**config.mk**
```make
export PLATFORM = sky130hd
export DESIGN_NAME = wifi_rx_demap_sched
export DESIGN_NICKNAME = d
export VERILOG_FILES = /design/src/rtl/wifi_rx_demap_sched.sv
export SDC_FILE = /design/constraint.sdc
export NUM_CORES = 1
export LEC_CHECK = 0
export ABC_AREA = 1
export ABC_CLOCK_PERIOD_IN_PS = 4100
export CORE_MARGIN = 2
export CORE_UTILIZATION = 50
export DETAILED_ROUTE_END_ITERATION = 10
export DONT_BUFFER_PORTS = 1
export GPL_TIMING_DRIVEN = 0
export PLACE_DENSITY = 0.69
export SYNTH_ARGS = -nofsm -noshare
export SYNTH_HDL_FRONTEND = slang
export SYNTH_SLANG_ARGS = --single-unit
export TNS_END_PERCENT = 100
```
**constraint.sdc**
```tcl
create_clock -name clk -period 4.1 [get_ports clk]
set_input_delay 0.82 -clock clk [delete_from_list [all_inputs] [get_ports clk]]
set_output_delay 0.82 -clock clk [all_outputs]
set_load 0.01 [all_outputs]
```
**src/rtl/wifi_rx_demap_sched.sv**
```systemverilog
// Sequencer feeding the WiFi RX demapper serializers.
//
// Accepts demapped symbols (1/2/4/6 bits) over a valid/ready handshake and holds
// each one on dm_data for exactly bits-per-symbol cycles with dm_valid high for
// the whole window. Consecutive symbols are issued back-to-back when upstream keeps
// up, so the serializer bit counter never slips. Also counts symbols per frame,
// pulses done at frame end and counts mid-frame upstream gaps.
//
// Ports:
//   clk, reset           clock, asynchronous active-low reset
//   start, abort         frame start (IDLE only), synchronous abort (any state)
//   cfg_mod, cfg_nsym    modulation and frame length, sampled on start
//   sym_valid/sym_ready  upstream symbol handshake, sym_data LSB-aligned
//   dm_valid, dm_data    serializer input window
//   dm_sel               latched modulation, selects the serializer instance
//   bit_phase            bit index within the current symbol
//   busy, done           frame in progress, one-cycle end-of-frame pulse
//   underrun_cnt         saturating count of mid-frame gaps, cleared on start
module wifi_rx_demap_sched #(
  parameter int unsigned SYM_W = 6,
  parameter int unsigned CNT_W = 12
) (
  input  logic             clk,
  input  logic             reset,
  input  logic             start,
  input  logic             abort,
  input  logic [1:0]       cfg_mod,
  input  logic [CNT_W-1:0] cfg_nsym,
  input  logic             sym_valid,
  input  logic [SYM_W-1:0] sym_data,
  output logic             sym_ready,
  output logic             dm_valid,
  output logic [SYM_W-1:0] dm_data,
  output logic [1:0]       dm_sel,
  output logic [2:0]       bit_phase,
  output logic             busy,
  output logic             done,
  output logic [7:0]       underrun_cnt
);

  typedef enum logic [1:0] {StIdle, StLoad, StShift, StDone} state_e;

  state_e             state_q, state_d;
  logic               dm_valid_q, dm_valid_d;
  logic [SYM_W-1:0]   dm_data_q, dm_data_d;
  logic [1:0]         dm_sel_q, dm_sel_d;
  logic [2:0]         bit_phase_q, bit_phase_d;
  logic [CNT_W-1:0]   remaining_q, remaining_d;
  logic [7:0]         underrun_q, underrun_d;

  logic [2:0]         bps_last;
  logic               last_phase;
  logic               more_syms;

  // Last bit index of a symbol for the latched modulation (BPS-1).
  always_comb begin
    bps_last = 3'd0;
    unique case (dm_sel_q)
      2'b00: bps_last = 3'd0;
      2'b01: bps_last = 3'd1;
      2'b10: bps_last = 3'd3;
      2'b11: bps_last = 3'd5;
      default: bps_last = 3'd0;
    endcase
  end

  assign last_phase = (bit_phase_q == bps_last);
  assign more_syms  = (remaining_q > CNT_W'(1));

  always_comb begin
    sym_ready = 1'b0;
    unique case (state_q)
      StLoad:  sym_ready = 1'b1;
      // Ready only on the final bit so the next symbol lands with no valid gap.
      StShift: sym_ready = last_phase && more_syms;
      default: sym_ready = 1'b0;
    endcase
  end

  always_comb begin
    state_d     = state_q;
    dm_valid_d  = dm_valid_q;
    dm_data_d   = dm_data_q;
    dm_sel_d    = dm_sel_q;
    bit_phase_d = bit_phase_q;
    remaining_d = remaining_q;
    underrun_d  = underrun_q;

    unique case (state_q)
      StIdle: begin
        if (start) begin
          dm_sel_d    = cfg_mod;
          remaining_d = cfg_nsym;
          underrun_d  = 8'd0;
          state_d     = (cfg_nsym == '0) ? StDone : StLoad;
        end
      end
      StLoad: begin
        dm_valid_d = 1'b0;
        if (sym_valid) begin
          dm_data_d   = sym_data;
          dm_valid_d  = 1'b1;
          bit_phase_d = 3'd0;
          state_d     = StShift;
        end
      end
      StShift: begin
        if (!last_phase) begin
          bit_phase_d = bit_phase_q + 3'd1;
        end else begin
          remaining_d = remaining_q - CNT_W'(1);
          bit_phase_d = 3'd0;
          if (!more_syms) begin
            dm_valid_d = 1'b0;
            state_d    = StDone;
          end else if (sym_valid) begin
            dm_data_d = sym_data;
          end else begin
            dm_valid_d = 1'b0;
            state_d    = StLoad;
            if (underrun_q != 8'hFF) begin
              underrun_d = underrun_q + 8'd1;
            end
          end
        end
      end
      StDone: begin
        state_d = StIdle;
      end
      default: state_d = StIdle;
    endcase

    // Abort wins over everything, including a start in IDLE.
    if (abort) begin
      state_d     = StIdle;
      dm_valid_d  = 1'b0;
      bit_phase_d = 3'd0;
      dm_data_d   = dm_data_q;
      dm_sel_d    = dm_sel_q;
      remaining_d = remaining_q;
      underrun_d  = underrun_q;
    end
  end

  always_ff @(posedge clk or negedge reset) begin
    if (!reset) begin
      state_q     <= StIdle;
      dm_valid_q  <= 1'b0;
      dm_data_q   <= '0;
      dm_sel_q    <= 2'b00;
      bit_phase_q <= 3'd0;
      remaining_q <= '0;
      underrun_q  <= 8'd0;
    end else begin
      state_q     <= state_d;
      dm_valid_q  <= dm_valid_d;
      dm_data_q   <= dm_data_d;
      dm_sel_q    <= dm_sel_d;
      bit_phase_q <= bit_phase_d;
      remaining_q <= remaining_d;
      underrun_q  <= underrun_d;
    end
  end

  assign dm_valid     = dm_valid_q;
  assign dm_data      = dm_data_q;
  assign dm_sel       = dm_sel_q;
  assign bit_phase    = bit_phase_q;
  assign busy         = (state_q != StIdle);
  assign done         = (state_q == StDone);
  assign underrun_cnt = underrun_q;

endmodule

```
==> flow_summary.toml, run 1 <==
[sta]
timing.max_slew.rel_slack_pct = 67.9
whs_ns = 0.210
post_layout_minimum_cycle_time_ns = 2.98
finalMaxSlewViolations = 0
timing.fmax_mhz = 335
period_utilization_post_route_pct = 72.7
worst_slew_pin_slew_ns = 0.481
setup_tns_ns = 0
worst_clock_skew_ns = 0.00992
report.final.setup_viol = 0
rsz0062_at_grt = "false"
final-hold-violation-count = 0

[floorplan]
core_footprint_sq_um = 4380
die_area_sq_um = 5130
std_cell_rows = 24
fp.dieW_um = 71.6
chipHeight_um = 71.6
floorplan.initialDensity_pct = 52.2
io_pins = 48

[yosys]
synth-simple-area-share_pct = 39.0
yosys.area_share.xor_xnor_pct = 2.68
fraction_of_the_mapped_netlist_area_in_compound_gates_pct = 7.39
combinational_family_with_the_most_area_after_synthesis = "simple AND/OR/NAND/NOR gates"
postSynth.asyncResetShare_pct = 100
synth_nets = 359
synth.ff_latch_count = 34
synth.area.mux_share_pct = 0.492
syn_area_per_cell_sq_um = 7.02
synth-edff-count = 0
syn-instance-count = 326
synthAdderAreaFrac_pct = 4.38
netlist_area_sq_um = 2290
synth_seq_area_share_pct = 37.2
synth-warning-count = 0
synth_cell_type_count = 30
synth_flop_cell = "dfrtp_1"

[clock_tree]
h-tree-depth = 2
cts_tree = "built"
insertion_delay_of_the_later_clocked_pin_in_the_worst_skew_pair_ns = 0.29
tritoncts.num_buffers = 5
cts_root_buf = "clkbuf_8"
clock-sinks = 34
cts_max_path_buffers = 2
cts_post_setup_buffers_inserted = 0
postCtsHoldBufs = 0
path_clk_slew_ns = 0.08
cts.repair.resized = 0

[worst_setup_path]
cp_cell_sequence = "inv_1 -> ha_1 -> buf_2 -> clkbuf_1 -> nand4_1 -> a21oi_1"
crit_slowest_cell = "clkbuf_1"
crit_path_max_incr_delay_ns = 0.42
critPathTopFamily = "buffers and inverters"
crit_type = "register to output port"
timing.critical_path.to_type = "output port"
critical_path_arrival_ns = 2.16
worst_setup_path_start_kind = "register"
critical_path_peak_fanout = 10
critical_path_required_ns = 3.28
worst_path_bufs_invs = 3

[power_and_ir_drop]
ir_drop_mv = 0.286
power.leakage_nw = 1.26
power-per-cell-area_nw_per_um2 = 599

[final_layout]
number_of_antenna_cells_inserted = 0
most-common-layout-cells = "nand2_1 (114), inv_1 (37), nor2_1 (35)"
area_taken_by_flip_flops_and_latches_sq_um = 851
area_growth_pct = 6.84
drive_gt1_share_pct = 10.5
layout.cells.most_common = "nand2_1"
fill_cells = 436
fin_nets = 366
multi_input_area_sq_um = 1230

[placement]
place_congestion = 0.870
place.detailed.hpwl_mm = 3.61
io_port_bufs = 0

[global_routing]
grt_first_pass_wirelength_mm = 8.13
antenna_found_initial = 0
global_route.usage.total_pct = 20.4
globalRouteOverflowTotal = 0
grt_max_degree = 35
via_count_of_the_first_global_routing_pass = 1808

[routing]
initialDrtViolationCount = 124
first_pass_iters = 4
drt-total-wl_mm = 4.87
routed-via-count = 1956
drt-wirelength-per-cell_um = 12.6
postRouteAntennaNets = 0
number_of_vias_per_cell = 5.07
route.detailed.drc = 0

[outcome]
status = "complete, no violations"

[job]
drv_cap = 0

[hold_path]
min-delay-path-class = "primary input to asynchronous set/reset pin"
[layer usage]
metal	share of wire, %	GRT usage [%]
met2	46	31.8
met1	47	27.5
met4	1.2	6.50
met5	0	0
met3	6.1	5.91
[worst paths after layout]
kind | from | slack [ns] | endpoint | cells after the start
setup / recovery | state_q[0]$_DFFE_PN0P_ | 1.12 | sym_ready | 6
hold / removal | reset | 0.21 | remaining_q[4]$_DFFE_PN0P_ | 0
setup reg to reg | remaining_q[0]$_DFFE_PN0P_ | 2.29 | state_q[1]$_DFFE_PN0P_ | 9
hold reg to reg | remaining_q[10]$_DFFE_PN0P_ | 0.52 | remaining_q[10]$_DFFE_PN0P_ | 2
max in group asynchronous | reset | 3.79 | remaining_q[9]$_DFFE_PN0P_ | 0
min in group clk | remaining_q[10]$_DFFE_PN0P_ | 0.52 | remaining_q[10]$_DFFE_PN0P_ | 2
[registers in the layout, indices dropped and copies added (netlist names)]
name,flops
dm_valid,1
remaining_q,12
dm_data,6
state_q,2
underrun_cnt,8
bit_phase,3
dm_sel,2
[worst register-to-register path: cells and delay by family (launching register included)]
kind | cells | cell delay (ns)
flops | 1 | 0.40
buf+inv | 1 | 0.17
simple gates | 7 | 0.90
fa+ha+maj | 1 | 0.22
[cell families (layout without fill, tap and decap cells)]
family                   after synthesis  after routing
AO/OA/AOI/OAI                         29             29
XOR/XNOR                               7              7
adder cells (fa/ha/maj)                8              8
buffers and inverters                 46             54
flip-flops                            34             34
multiplexers                           1              1
AND/OR/NAND/NOR                      201            201
[metrics by stage]
stage	area, sq um	worst slack (ns)	util (%)	total power, mW	cells
6_report	2440	1.12	55.7	1.46	386
5_1_grt	2440	0.973	55.7	1.59	386
4_1_cts	2440	1.08	55.7	1.48	386
3_5_place_dp	2350	1.40	53.7	1.21	378
3_3_place_gp	2350	1.43	53.7	1.19	378
2_1_floorplan	2290	1.82	-	1.07	326
[cell usage after synthesis (all sizes together), types with 2 or more instances]
library cell / instances / area [sq um]
buf: 3 / 36.3
nor2: 39 / 166
nor3: 5 / 25.0
a21oi: 5 / 25.0
nand2: 119 / 478
nor4: 2 / 12.5
xor2: 6 / 52.6
dfrtp: 34 / 851
nand3: 28 / 160
ha: 8 / 100
o21ai: 23 / 138
or2: 2 / 12.5
nand4: 6 / 37.5
clkbuf: 3 / 11.3
inv: 40 / 155
[final cells by class]
class                           count  share of cell area [%]
Clock inverter                      1                   0.205
Clock buffer                        7                    3.53
Multi-Input combinational cell    246                    50.5
Tap cell                           52                    2.66
Buffer                              6                    1.95
Sequential cell                    34                    34.8
Inverter                           40                    6.35
[report_power, final]
group          total, mW  switching (mW)  internal, mW  leakage (nW)
Combinational      0.631           0.406         0.225         0.769
Sequential         0.569           0.125         0.444         0.440
Clock              0.265           0.129         0.136        0.0482
(Power assumes the default switching activity.)
==> run 2: changes to the inputs <==
--- a/config.mk
+++ b/config.mk
@@ -6,13 +6,13 @@
 export NUM_CORES = 1
 export LEC_CHECK = 0
 export ABC_AREA = 1
-export ABC_CLOCK_PERIOD_IN_PS = 4100
+export ABC_CLOCK_PERIOD_IN_PS = 2600
 export CORE_MARGIN = 2
 export CORE_UTILIZATION = 50
 export DETAILED_ROUTE_END_ITERATION = 10
 export DONT_BUFFER_PORTS = 1
 export GPL_TIMING_DRIVEN = 0
-export PLACE_DENSITY = 0.69
+export PLACE_DENSITY = 0.72
 export SYNTH_ARGS = -nofsm -noshare
 export SYNTH_HDL_FRONTEND = slang
 export SYNTH_SLANG_ARGS = --single-unit
==> constraint.sdc (replaced) <==
create_clock -name clk -period 2.6 [get_ports clk]
set_input_delay 0.52 -clock clk [delete_from_list [all_inputs] [get_ports clk]]
set_output_delay 0.52 -clock clk [all_outputs]
set_load 0.01 [all_outputs]
==> run 2 against run 1 <==
Compared with the run above: critical path type unchanged; highest routed layer unchanged; sequential share of layout area shrank 0.49 points; die area is the same; worst hold slack lost 0.15 ns; count of clock-buffer cells in the layout grew 1; routed wire length grew 1.3%; via count grew 3.7%; clock power grew 75%; design area grew 1.4%; clock skew shrank 0.0044 ns; global-route usage grew 0.50 points; critical path depth grew 1.
==> flow_summary.toml, run 2 (synthesis results as in run 1) <==
[clock_tree]
cts_tree = "built"
h-tree-depth = 2
clock-sinks = 34
cts.repair.resized = 0
path_clk_slew_ns = 0.07
cts_max_path_buffers = 2
insertion_delay_of_the_later_clocked_pin_in_the_worst_skew_pair_ns = 0.29
cts_post_setup_buffers_inserted = 0
tritoncts.num_buffers = 5
cts_root_buf = "clkbuf_8"

[global_routing]
grt_first_pass_wirelength_mm = 8.49
global_route.usage.total_pct = 20.9
grt_max_degree = 35
via_count_of_the_first_global_routing_pass = 1970
antenna_found_initial = 0
globalRouteOverflowTotal = 0

[sta]
timing.fmax_mhz = 423
rsz0062_at_grt = "false"
finalMaxSlewViolations = 0
period_utilization_post_route_pct = 91.0
setup_tns_ns = 0
report.final.setup_viol = 0
timing.max_slew.rel_slack_pct = 68.4
worst_slew_pin_slew_ns = 0.473
post_layout_minimum_cycle_time_ns = 2.36
final-hold-violation-count = 0
whs_ns = 0.0554
worst_clock_skew_ns = 0.00554

[final_layout]
area_growth_pct = 8.37
most-common-layout-cells = "nand2_1 (114), inv_1 (37), nor2_1 (35)"
multi_input_area_sq_um = 1230
number_of_antenna_cells_inserted = 0
fin_nets = 366
number_of_flip_flops_under_the_largest_register_name = 12
regMostFlops = "remaining_q"
fill_cells = 435
drive_gt1_share_pct = 11.1
stdcell_area_sq_um = 2480
layout.cells.most_common = "nand2_1"
layout.cells.non_filler = 386
area_taken_by_flip_flops_and_latches_sq_um = 851

[routing]
drt-total-wl_mm = 4.94
postRouteAntennaNets = 0
initialDrtViolationCount = 131
first_pass_iters = 4
route.detailed.drc = 0
routed-via-count = 2028
drt-wirelength-per-cell_um = 12.8
number_of_vias_per_cell = 5.25

[worst_setup_path]
worst_setup_path_start_kind = "register"
cp_cell_sequence = "inv_1 -> ha_1 -> nand3_1 -> nand2_1 -> nand2_1 -> nand4_1 -> a21oi_1"
crit_path_max_incr_delay_ns = 0.37
crit_top_cell = "nand2_1"
critPathTopFamily = "simple AND/OR/NAND/NOR gates"
crit_slowest_cell = "dfrtp_1"
critical_path_peak_fanout = 6
ff2ff_setup_slack_ns = 0.78
critical_path_required_ns = 2.08
crit_type = "register to output port"
timing.critical_path.to_type = "output port"
worst_path_bufs_invs = 1
critical_path_arrival_ns = 1.84

[floorplan]
die_area_sq_um = 5130
std_cell_rows = 24
io_pins = 48
core_footprint_sq_um = 4380
chipHeight_um = 71.6
floorplan.initialDensity_pct = 52.2
fp.dieW_um = 71.6

[hold_path]
min-delay-path-class = "primary input to asynchronous set/reset pin"

[power_and_ir_drop]
power.leakage_nw = 1.27
ir_drop_mv = 0.381
power-per-cell-area_nw_per_um2 = 957

[job]
drv_cap = 0

[placement]
place.detailed.hpwl_mm = 3.71
post-place-cells = 378
place_congestion = 0.862
io_port_bufs = 0
placedInstanceArea_sq_um = 2350

[outcome]
status = "complete, no violations"
-- run 2: repair_timing --
item,4_1_cts,5_1_grt
endpoints found under the setup margin,1,0
hold buffers,1,0
hold endpoints to repair,34,0
-- run 2: metrics by stage --
step / total power [mW] / worst slack [ns] / utilization, %
floorplan: 1.69 / 0.623 / -
detailed placement: 1.91 / 0.249 / 53.7
finish: 2.37 / 0.235 / 56.5
global placement: 1.87 / 0.263 / 53.7
CTS: 2.39 / 0.220 / 56.5
global route: 2.59 / 0.0869 / 56.5
-- run 2: report_power, final --
| group | switching [mW] | internal, mW |
|---|---|---|
| clock | 0.197 | 0.268 |
| sequential | 0.195 | 0.700 |
| combinational | 0.656 | 0.356 |
-- run 2: metal layers --
metal | vias to the layer above | routed length, um | global-route usage [%]
met4 | 0 | 77 | 7.55
met5 | - | 0 | 0
li1 | 1042 | - | -
met3 | 10 | 195 | 5.20
met1 | 934 | 2290 | 25.3
met2 | 42 | 2380 | 36.0
-- run 2: cell type report --
| class | instances | share of cell area, % |
|---|---|---|
| Tap cell | 52 | 2.62 |
| Multi-Input combinational cell | 246 | 49.8 |
| Inverter | 40 | 6.26 |
| Buffer | 5 | 1.77 |
| Timing Repair Buffer | 1 | 0.808 |
| Clock buffer | 8 | 4.44 |
| Sequential cell | 34 | 34.3 |
-- run 2: final timing paths --
path	from	endpoint	cells past startpoint
worst max-delay path	remaining_q[0]$_DFFE_PN0P_	sym_ready	7
worst min-delay path	reset	underrun_cnt[4]$_DFFE_PN0P_	1
worst max register to register	remaining_q[0]$_DFFE_PN0P_	underrun_cnt[4]$_DFFE_PN0P_	10
worst min register to register	dm_valid$_DFFE_PN0P_	dm_valid$_DFFE_PN0P_	2
max in group asynchronous	reset	dm_sel[0]$_DFFE_PN0P_	1
min in group clk	sym_data[3]	dm_data[3]$_DFFE_PN0P_	2
-- run 2: worst reg2reg max path, stage by stage (launching register included) --
cell and delay [ns]:
dfrtp_1 0.40, inv_1 0.18, ha_1 0.22, nand3_1 0.21
nand2_1 0.17, nand3_2 0.13, nand2_2 0.13, inv_2 0.04
nand3_2 0.15, nand2_1 0.07, nand2_1 0.06
